<file path="config.mk">
export PLATFORM = sky130hd
export DESIGN_NAME = m_seq_ctrl
export DESIGN_NICKNAME = d
export VERILOG_FILES = /design/src/rtl/m_seq_ctrl.sv
export SDC_FILE = /design/constraint.sdc
export NUM_CORES = 1
export LEC_CHECK = 0
export ABC_AREA = 1
export CAP_MARGIN = 20
export CORE_AREA = 2 2 180 182
export DETAILED_ROUTE_END_ITERATION = 12
export DIE_AREA = 0 0 182 184
export PLACE_DENSITY = 0.74
export SETUP_SLACK_MARGIN = 0.4
export SYNTH_ARGS = -nofsm -noshare
export SYNTH_HDL_FRONTEND = slang
export SYNTH_SLANG_ARGS = --single-unit
</file>
<file path="constraint.sdc">
create_clock -name clk -period 2 [get_ports clk]
set_input_delay 0.4 -clock clk [delete_from_list [all_inputs] [get_ports clk]]
set_output_delay 0.4 -clock clk [all_outputs]
set_load 0.005 [all_outputs]
</file>
<file path="src/rtl/m_seq_ctrl.sv">
// Sequencer in front of the M-extension ALU: drives operands and selects, runs 32-step
// restoring division one step per cycle and returns one result over valid/ready.
`ifndef MUX_ALUOUT_LENGTH
`define MUX_ALUOUT_LENGTH 2
`endif
`ifndef MUX_DIV_REM_LENGTH
`define MUX_DIV_REM_LENGTH 1
`endif

module m_seq_ctrl #(
    parameter int unsigned DIV_STEPS = 32
) (
    input  logic                           clk,
    input  logic                           resetn,
    input  logic                           in_valid,
    output logic                           in_ready,
    input  logic [3:0]                     in_op,
    input  logic [31:0]                    in_a,
    input  logic [31:0]                    in_b,
    input  logic                           kill,
    output logic                           out_valid,
    input  logic                           out_ready,
    output logic [31:0]                    out_result,
    output logic [32:0]                    A,
    output logic [32:0]                    B,
    output logic [31:0]                    R,
    output logic [62:0]                    D,
    output logic [31:0]                    Z,
    output logic [`MUX_ALUOUT_LENGTH-1:0]  mux_aluout,
    output logic [`MUX_DIV_REM_LENGTH-1:0] mux_div_rem,
    input  logic                           sub_neg,
    input  logic [31:0]                    sub_result,
    input  logic [31:0]                    div_rem,
    input  logic [31:0]                    div_rem_neg,
    input  logic [65:0]                    alu_out
);

    localparam int unsigned AluSelW = `MUX_ALUOUT_LENGTH;
    localparam int unsigned DivSelW = `MUX_DIV_REM_LENGTH;
    localparam logic [AluSelW-1:0] SelMult  = AluSelW'(0);
    localparam logic [AluSelW-1:0] SelAdder = AluSelW'(1);
    localparam logic [AluSelW-1:0] SelSubtr = AluSelW'(2);
    localparam logic [DivSelW-1:0] SelR     = DivSelW'(0);
    localparam logic [DivSelW-1:0] SelZ     = DivSelW'(1);
    localparam logic [4:0]         CntInit  = 5'(DIV_STEPS - 1);

    localparam logic [3:0] OpMul    = 4'd0;
    localparam logic [3:0] OpMulh   = 4'd1;
    localparam logic [3:0] OpMulhsu = 4'd2;
    localparam logic [3:0] OpMulhu  = 4'd3;
    localparam logic [3:0] OpDiv    = 4'd4;
    localparam logic [3:0] OpRem    = 4'd6;
    localparam logic [3:0] OpRemu   = 4'd7;
    localparam logic [3:0] OpModAdd = 4'd8;
    localparam logic [3:0] OpModSub = 4'd9;

    typedef enum logic [2:0] {StIdle, StExec, StDiv, StFin, StDone} state_e;

    state_e              state_q, state_d;
    logic [3:0]          op_q, op_d;
    logic                neg_a_q, neg_a_d, neg_b_q, neg_b_d;
    logic [32:0]         a_q, a_d, b_q, b_d;
    logic [31:0]         r_q, r_d, z_q, z_d, res_q, res_d;
    logic [62:0]         d_q, d_d;
    logic [4:0]          cnt_q, cnt_d;
    logic [AluSelW-1:0]  alu_sel_q, alu_sel_d;

    logic        is_signed, is_rem, a_sx, b_sx;
    logic [31:0] a_abs, b_abs;
    logic        unused_alu_hi;

    assign unused_alu_hi = ^alu_out[65:64];

    always_comb begin
        state_d   = state_q;
        op_d      = op_q;
        neg_a_d   = neg_a_q;
        neg_b_d   = neg_b_q;
        a_d       = a_q;
        b_d       = b_q;
        r_d       = r_q;
        z_d       = z_q;
        d_d       = d_q;
        cnt_d     = cnt_q;
        res_d     = res_q;
        alu_sel_d = alu_sel_q;

        is_signed = (in_op == OpDiv) || (in_op == OpRem);
        is_rem    = in_op[1];
        a_sx      = (in_op == OpMul) || (in_op == OpMulh) || (in_op == OpMulhsu);
        b_sx      = (in_op == OpMul) || (in_op == OpMulh);
        a_abs     = (is_signed && in_a[31]) ? -in_a : in_a;
        b_abs     = (is_signed && in_b[31]) ? -in_b : in_b;

        if (kill) begin
            state_d = StIdle;
        end else begin
            unique case (state_q)
                StIdle: begin
                    if (in_valid) begin
                        op_d    = in_op;
                        neg_a_d = is_signed && in_a[31];
                        neg_b_d = is_signed && in_b[31];
                        if (in_op <= OpMulhu || in_op == OpModAdd || in_op == OpModSub) begin
                            a_d       = {a_sx & in_a[31], in_a};
                            b_d       = {b_sx & in_b[31], in_b};
                            alu_sel_d = (in_op == OpModAdd) ? SelAdder :
                                        (in_op == OpModSub) ? SelSubtr : SelMult;
                            state_d   = StExec;
                        end else if (in_op <= OpRemu) begin
                            if (in_b == 32'd0) begin
                                res_d   = is_rem ? in_a : 32'hFFFF_FFFF;
                                state_d = StDone;
                            end else if (is_signed && in_a == 32'h8000_0000 &&
                                         in_b == 32'hFFFF_FFFF) begin
                                res_d   = is_rem ? 32'd0 : 32'h8000_0000;
                                state_d = StDone;
                            end else begin
                                r_d     = a_abs;
                                d_d     = {b_abs, 31'd0};
                                z_d     = 32'd0;
                                cnt_d   = CntInit;
                                state_d = StDiv;
                            end
                        end else begin
                            res_d   = 32'd0;
                            state_d = StDone;
                        end
                    end
                end
                StExec: begin
                    res_d   = (op_q inside {OpMulh, OpMulhsu, OpMulhu}) ? alu_out[63:32]
                                                                        : alu_out[31:0];
                    state_d = StDone;
                end
                StDiv: begin
                    // Restoring step: keep R-D only when it did not go negative.
                    if (!sub_neg) begin
                        r_d = sub_result;
                        z_d = {z_q[30:0], 1'b1};
                    end else begin
                        z_d = {z_q[30:0], 1'b0};
                    end
                    d_d   = d_q >> 1;
                    cnt_d = cnt_q - 5'd1;
                    if (cnt_q == 5'd0) begin
                        state_d = StFin;
                    end
                end
                StFin: begin
                    res_d   = (op_q[1] ? neg_a_q : (neg_a_q ^ neg_b_q)) ? div_rem_neg : div_rem;
                    state_d = StDone;
                end
                StDone: begin
                    if (out_ready) begin
                        state_d = StIdle;
                    end
                end
                default: state_d = StIdle;
            endcase
        end
    end

    always_ff @(posedge clk or negedge resetn) begin
        if (!resetn) begin
            state_q   <= StIdle;
            op_q      <= 4'd0;
            neg_a_q   <= 1'b0;
            neg_b_q   <= 1'b0;
            a_q       <= 33'd0;
            b_q       <= 33'd0;
            r_q       <= 32'd0;
            z_q       <= 32'd0;
            d_q       <= 63'd0;
            cnt_q     <= 5'd0;
            res_q     <= 32'd0;
            alu_sel_q <= SelMult;
        end else begin
            state_q   <= state_d;
            op_q      <= op_d;
            neg_a_q   <= neg_a_d;
            neg_b_q   <= neg_b_d;
            a_q       <= a_d;
            b_q       <= b_d;
            r_q       <= r_d;
            z_q       <= z_d;
            d_q       <= d_d;
            cnt_q     <= cnt_d;
            res_q     <= res_d;
            alu_sel_q <= alu_sel_d;
        end
    end

    assign in_ready    = (state_q == StIdle);
    assign out_valid   = (state_q == StDone);
    assign out_result  = res_q;
    assign A           = a_q;
    assign B           = b_q;
    assign R           = r_q;
    assign D           = d_q;
    assign Z           = z_q;
    assign mux_aluout  = alu_sel_q;
    assign mux_div_rem = (state_q == StFin && !op_q[1]) ? SelZ : SelR;

endmodule
</file>
==> results of run 1 <==
## state kept, by name (all words and copies together), names as in the netlist
register,count
Z,32
R,32
op_q,4
cnt_q,5
neg_a_q,1
D,63
A,33
out_result,32
B,33
mux_aluout,2
state_q,3
neg_b_q,1
## stage by stage
step	hold WS, ns	util	cells
3_3_place_gp	0.2309	0.6466	2883
4_1_cts	0.2670	0.7373	3028
5_1_grt	0.2507	0.8077	3113
6_report	0.2575	0.8078	3115
3_5_place_dp	0.2308	0.6466	2883
2_1_floorplan	0.1044	-	1883
## power groups by stage
stage          sequential, mW  combinational [mW]  clock (mW)
2_1_floorplan            8.11                4.53           0
3_3_place_gp             8.23                11.1           0
3_5_place_dp             8.26                11.2           0
4_1_cts                  8.28                14.2        5.76
5_1_grt                  8.73                17.9        6.08
6_report                 8.62                17.1        5.87
## kinds of logic after synthesis
| kind of cell | after synthesis |
|---|---|
| DFF | 241 |
| AOI/OAI and AO/OA | 356 |
| and+or+nand+nor | 1042 |
| xor gates and xnor gates | 11 |
| adders and majority gates | 5 |
| buffers and inverters | 228 |
## worst reg2reg max path, cell delays in order (launching register included)
cell and delay, ns:
dfrtp_2 0.45, nor2_2 0.13, nand2_2 0.10, buf_6 0.15, buf_6 0.11, a21oi_4 0.17, a21oi_4 0.06, buf_6 0.13
nand2_8 0.09, buf_6 0.12, buf_12 0.11, buf_16 0.16, nand2_4 0.05, o21ai_2 0.11
## Yosys cell counts (2+ instances only)
library cell  count  share of area
nor3_1            7         0.0026
buf_1             4         0.0011
o21ai_1          22         0.0082
buf_6             8         0.0067
a21oi_1          39          0.015
buf_4             5         0.0028
nand4_1          15         0.0070
nand3b_1          3         0.0017
o21ai_2           2         0.0013
o21bai_1         32          0.018
nand2_2           4         0.0019
o21a_1           32          0.018
dfrtp_1         241           0.45
inv_1           118          0.033
ha_1              5         0.0047
xor2_1           11         0.0072
or2_2             2        0.00093
nor2_2            5         0.0023
nand3_2           2         0.0015
nand3_1         163          0.061
nand2_1         733           0.20
a21oi_4           2         0.0024
nor2_4            4         0.0033
buf_2            22         0.0082
clkbuf_1         59          0.016
o41ai_1           2         0.0013
inv_2            11         0.0031
nor2_1           98          0.027
o21ai_0         218          0.081
## per-layer routing
metal	global-route usage	wire, microns
met5	0	13
met4	0.2013	5487
met3	0.06735	7028
met2	0.6211	35590
met1	0.4468	25640
## area by class of cell
class                           count  share of cell area
Antenna cell                        4           0.0003947
Sequential cell                   241              0.2384
Inverter                          130             0.02201
Timing Repair inverter              4            0.002220
Timing Repair Buffer              869              0.3614
Clock inverter                     15             0.01150
Tap cell                          402             0.01983
Multi-Input combinational cell   1416              0.3150
Clock buffer                       34             0.02926
## timing repair
item / 4_1_cts / 5_1_grt
endpoints found under the hold margin: 142 / 0
cloned: 23 / 25
pin swaps: 81 / 44
gates resized for setup: 348 / 392
setup endpoints to repair: 465 / 459
setup buffers: 72 / 58
hold buffers: 1 / 0
## final timing paths
kind | from | end | slack, ns | depth (start not counted)
max | state_q[0] | D[2] | -0.06 | 13
min reg2reg | R[13] | R[13] | 0.48 | 2
max reg2reg | state_q[0] | D[2] | -0.06 | 13
min | resetn | D[19] | 0.26 | 2
min in group clk | in_op[0] | mux_aluout[0] | 0.26 | 3
max in group asynchronous | resetn | Z[13] | 0.86 | 3
==> impl_results.md, run 1 <==
* Outcome: finished with violations
* Failing checks: setup timing
* Sw Share at 0.3919
* CP max-delay cell: dfrtp_2
* Final hold viol count at 0
* Total of max-cap violations at 0
* Commonest non-fill, non-tap cell in the layout: nand2_1
* Synth Area in Adders at 0.004652
* Final Power at 31.57 mW
* Vias per Instance at 5.714
* Worst skew pair latency at 0.55 ns
* Die width at 182 microns
* Reg power frac at 0.273
* GRT Residual Overflow at 0
* Post-synthesis simple-gate area fraction at 0.3192
* # DRC at 0
* FP Rows at 65
* GRT Overall Usage at 0.3678
* Internal power at 19.20 mW
* YS warnings at 0
* Worst hold path type: input port to asynchronous set/reset pin
* CTS tree: built
* CP max FO at 7
* Cell family with most CP delay: buffers and inverters
* Maximum VDD drop at 0.7534 mV
* Final ANT Viol Nets at 0
* Buf+Inv Stages, Crit Path at 6
* Clk slew on worst S/H paths at 0.07 ns
* Die height at 184 microns
* Setup ws final at -0.05962 ns
* Setup TNS at -0.1233 ns
* Final Setup Violations at 6
* Pwr dens at 1245 nW/um^2
* Initial cell density of the core at 0.4284
* Worst Skew at 0.01895 ns
* Largest net degree at the start of global routing at 74
* Initial antenna violation count at 3
* Sequential cell area at 6045 sq um
* CTS Buf Count at 27
* Drt total wl at 73750 microns
* Pre-CTS setup slack at -0.7320 ns
* Slew Viols, Final at 0
* Post-synthesis mux area share at 0
* Prevailing post-synth register cell: dfrtp_1
* Mapped Cells at 1883
* Largest family of logic cells by synthesized area: simple AND/OR/NAND/NOR gates
* Root Buffer: clkbuf_16
* Iteration-0 DRC Markers at 1905
* Relative slew slack at 0.4693
* Req. time, crit path at 2.44 ns
* Crit path DAT at 2.50 ns
* Post-DR wirelength/cell at 23.68 microns
* Synth unique cells at 43
* DR pass1 iterations at 8
* Post-synthesis xor/xnor area fraction at 0.007163
* Final min period at 2.060 ns
* Synth Net Count at 2124
* Ports at 466
* Setup crit start kind: register
* First-pass GRT wire length at 94850 microns
* Final Cycle Share at 1.030
* Most frequent cells in the layout: nand2_1 (559), clkdlybuf4s50_1 (319), buf_4 (286)
* Worst Setup End Kind: register
* Nets@finish at 2930
* Post-synthesis compound-gate area fraction at 0.1489
* Layout Area Growth over Synthesis at 88.56%
* Highest clock rate at 485.5 MHz
* Die ar. at 33490 sq um
* H-tree depth at 1
* Longest Clk Path Bufs at 3
* Crit-path cells: nor2_2, nand2_2, buf_6, buf_6, a21oi_4, a21oi_4, buf_6, nand2_8, buf_6, buf_12, buf_16, nand2_4, o21ai_2
* Clk pwr share at 0.186
* Total net switching power at 12.37 mW
* Post-synth EDFFs at 0
* Multi-input logic area at 7989 sq um
* Comb power frac at 0.541
* PortBufs at 463
* Crit path kind: register to register
* Post-synthesis average cell area at 7.142 sq um
* Worst Max-Slew Pin Slew at 0.7917 ns
* Static leakage at 13.20 nW
* Post-detail-place hpwl at 43710 microns
* Seq/Total Area, Yosys at 0.4484
* Core box area at 31390 sq um
* Vias in the first global route at 16470
* Async set-reset flop share out of synthesis at 1.000
* Layout cell share with drive strength beyond 1 at 0.3049
* Area after DPL at 20300 sq um
* CP max stage delay at 0.45 ns
* Cell area after layout at 25360 sq um
* Synthesis-stage register bit count at 241
* Gpl congestion at 1.011
* Post-Syn Area at 13450 sq um
* # clock sinks at 241
* Worst path most repeated cell: buf_6
* RSZ-0062 raised after global routing: yes
* Via count at 17800
* Fillers at 1965
(Power assumes the default switching activity.)
==> run 2: changes to the inputs <==
--- a/config.mk
+++ b/config.mk
@@ -8,6 +8,7 @@
 export ABC_AREA = 1
 export CAP_MARGIN = 20
 export CORE_AREA = 2 2 180 182
+export CTS_CLUSTER_DIAMETER = 40
 export DETAILED_ROUTE_END_ITERATION = 12
 export DIE_AREA = 0 0 182 184
 export PLACE_DENSITY = 0.74
==> run 2 against run 1 <==
Net effect: the flow now finishes without violations; non-clock buffer count is 81 lower; die area stayed put; global-route usage is 1.5 points lower; sequential share of layout area is 1.5 points higher; final area is 6.0% lower; clock skew is 0.015 ns higher; total power is 2.8% lower; sequential cell count stayed put; critical path depth is 1 lower.
==> impl_results.md, run 2 (synthesized netlist as in run 1, its figures left out) <==
* CP max-delay cell: dfrtp_2
* Die width at 182 microns (unchanged)
* FF-to-FF setup slack at 0.01 ns (+0.07 ns)
* Nets@finish at 2857 (-2.5%)
* Vias in the first global route at 16090 (-2.3%)
* Worst path most repeated cell: buf_12
* Layout cell share with drive strength beyond 1 at 0.2342 (-0.07068)
* Die height at 184 microns (unchanged)
* RSZ-0062 raised after global routing: yes
* FP Rows at 65 (unchanged)
* # DRC at 0 (unchanged)
* Slew Viols, Final at 0 (unchanged)
* Post-DR wirelength/cell at 21.38 microns (-9.7%)
* H-tree depth at 2 (+1)
* Post-detail-place hpwl at 43710 microns (unchanged)
* # clock sinks at 241 (unchanged)
* First-pass GRT wire length at 91350 microns (-3.7%)
* CTS tree: built
* Worst Skew at 0.03375 ns (+0.01480 ns)
* Static leakage at 11.65 nW (-12%)
* Largest net degree at the start of global routing at 74 (unchanged)
* Final Cycle Share at 0.9940 (-0.03582)
* Req. time, crit path at 2.39 ns (-0.05 ns)
* Crit-path cells: nor2_4, nand2_4, inv_4, buf_12, nand3_4, buf_12, nor2_4, clkinv_4, buf_12, clkbuf_16, nand2_1, o21ai_0
* Initial antenna violation count at 5 (+2)
* Crit path kind: register to register
* Pwr dens at 1288 nW/um^2 (+3.4%)
* Fin Hold WS at 0.2686 ns (+0.01112 ns)
* Worst Max-Slew Pin Slew at 0.8328 ns (+0.04110 ns)
* CP max FO at 8 (+1)
* Gpl congestion at 1.011 (unchanged)
* Setup TNS at 0 ns (+0.1233 ns)
* Worst Setup End Kind: register
* CTS Buf Count at 39 (+44%)
* DR pass1 iterations at 5 (-3)
* Worst skew pair latency at 0.53 ns (-0.02 ns)
* Highest clock rate at 503.0 MHz (+3.6%)
* Ports at 466 (unchanged)
* Vias per Instance at 5.493 (-3.9%)
* Final Setup Violations at 0 (-6)
* Outcome: completed
* Setup crit start kind: register
* Clk slew on worst S/H paths at 0.07 ns (about the same)
* Relative slew slack at 0.4418 (-0.02755)
* GRT Residual Overflow at 0 (unchanged)
* Root Buffer: clkbuf_16
* Layout Area Growth over Synthesis at 77.24%
* Iteration-0 DRC Markers at 1452 (-24%)
* Final min period at 1.988 ns (-0.07165 ns)
* PortBufs at 463 (unchanged)
* Longest Clk Path Bufs at 3 (unchanged)
* Final hold viol count at 0 (unchanged)
* Commonest non-fill, non-tap cell in the layout: nand2_1
* Initial cell density of the core at 0.4284 (unchanged)
* Via count at 16780 (-5.7%)
* Die ar. at 33490 sq um (unchanged)
* Crit path DAT at 2.38 ns (-0.12 ns)
* Total of max-cap violations at 0 (unchanged)
* Worst hold path type: input port to asynchronous set/reset pin
* Core box area at 31390 sq um (unchanged)
* Drt total wl at 65300 microns (-11%)
* Final ANT Viol Nets at 0 (unchanged)
* Largest register FFs at 63 (unchanged)
* CP max stage delay at 0.47 ns (+0.02 ns)
* Most frequent cells in the layout: nand2_1 (641), clkdlybuf4s50_1 (400), buf_4 (241)
* GRT Overall Usage at 0.3533 (-0.01450)
* Maximum VDD drop at 0.7519 mV (-0.20%)
-- run 2: metrics by stage --
stage | util | power, mW | setup slack, ns | std cells | cell area (sq um)
after floorplan | - | 12.64 | 0.2641 | 1883 | 13650
after global placement | 0.6466 | 19.29 | -0.6562 | 2883 | 20300
after detailed placement | 0.6466 | 19.51 | -0.7320 | 2883 | 20300
after CTS | 0.7207 | 28.39 | 0.1200 | 3015 | 22630
after global routing | 0.7593 | 31.96 | -0.03914 | 3053 | 23840
final | 0.7593 | 30.70 | 0.01203 | 3054 | 23840
-- run 2: cell type report --
cell class | count | area [sq um]
multi-input cells | 1416 | 7355
clock inverters | 26 | 320.3
well taps | 402 | 503.0
flip-flops and latches | 241 | 6033
diodes | 5 | 12.51
repair buffers | 788 | 8015
fillers | 2249 | 7555
clock buffers | 46 | 1054
inverters | 130 | 545.5
-- run 2: critical path: cells and delay by family (launching register included) --
family / cells / cell delay, ns
DFF: 1 / 0.47
and+or+nand+nor: 5 / 0.49
AOI/OAI and AO/OA: 1 / 0.10
buffers and inverters: 6 / 0.80
-- run 2: worst paths after layout --
kind,start,end,cells past startpoint
max,state_q[0],A[8],12
min,resetn,D[21],2
max reg2reg,state_q[0],A[8],12
min reg2reg,R[10],R[10],2
max in group asynchronous,resetn,Z[8],3
min in group clk,in_b[0],B[0],4
-- run 2: per-layer routing --
| layer | vias up | global-route usage | wire length [microns] | share of wire |
|---|---|---|---|---|
| li1 | 7594 | - | - | - |
| met1 | 7967 | 0.4416 | 24230 | 0.37 |
| met2 | 981 | 0.5966 | 31610 | 0.48 |
| met3 | 234 | 0.06458 | 5517 | 0.084 |
| met4 | 0 | 0.1623 | 3936 | 0.060 |
| met5 | - | 0 | 0 | 0 |
-- run 2: where the power goes --
group | total (mW) | switching, mW | internal, mW
Combinational | 15.1 | 7.32 | 7.79
Clock | 7.11 | 2.71 | 4.40
Sequential | 8.48 | 1.65 | 6.83
-- run 2: what timing repair did --
item / CTS / global route
hold buffers: 1 / 0
endpoints found under the hold margin: 99 / 0
setup endpoints to repair: 466 / 467
setup buffers: 45 / 17
resized for setup: 156 / 231
gates cloned: 14 / 17
pin swaps: 19 / 58
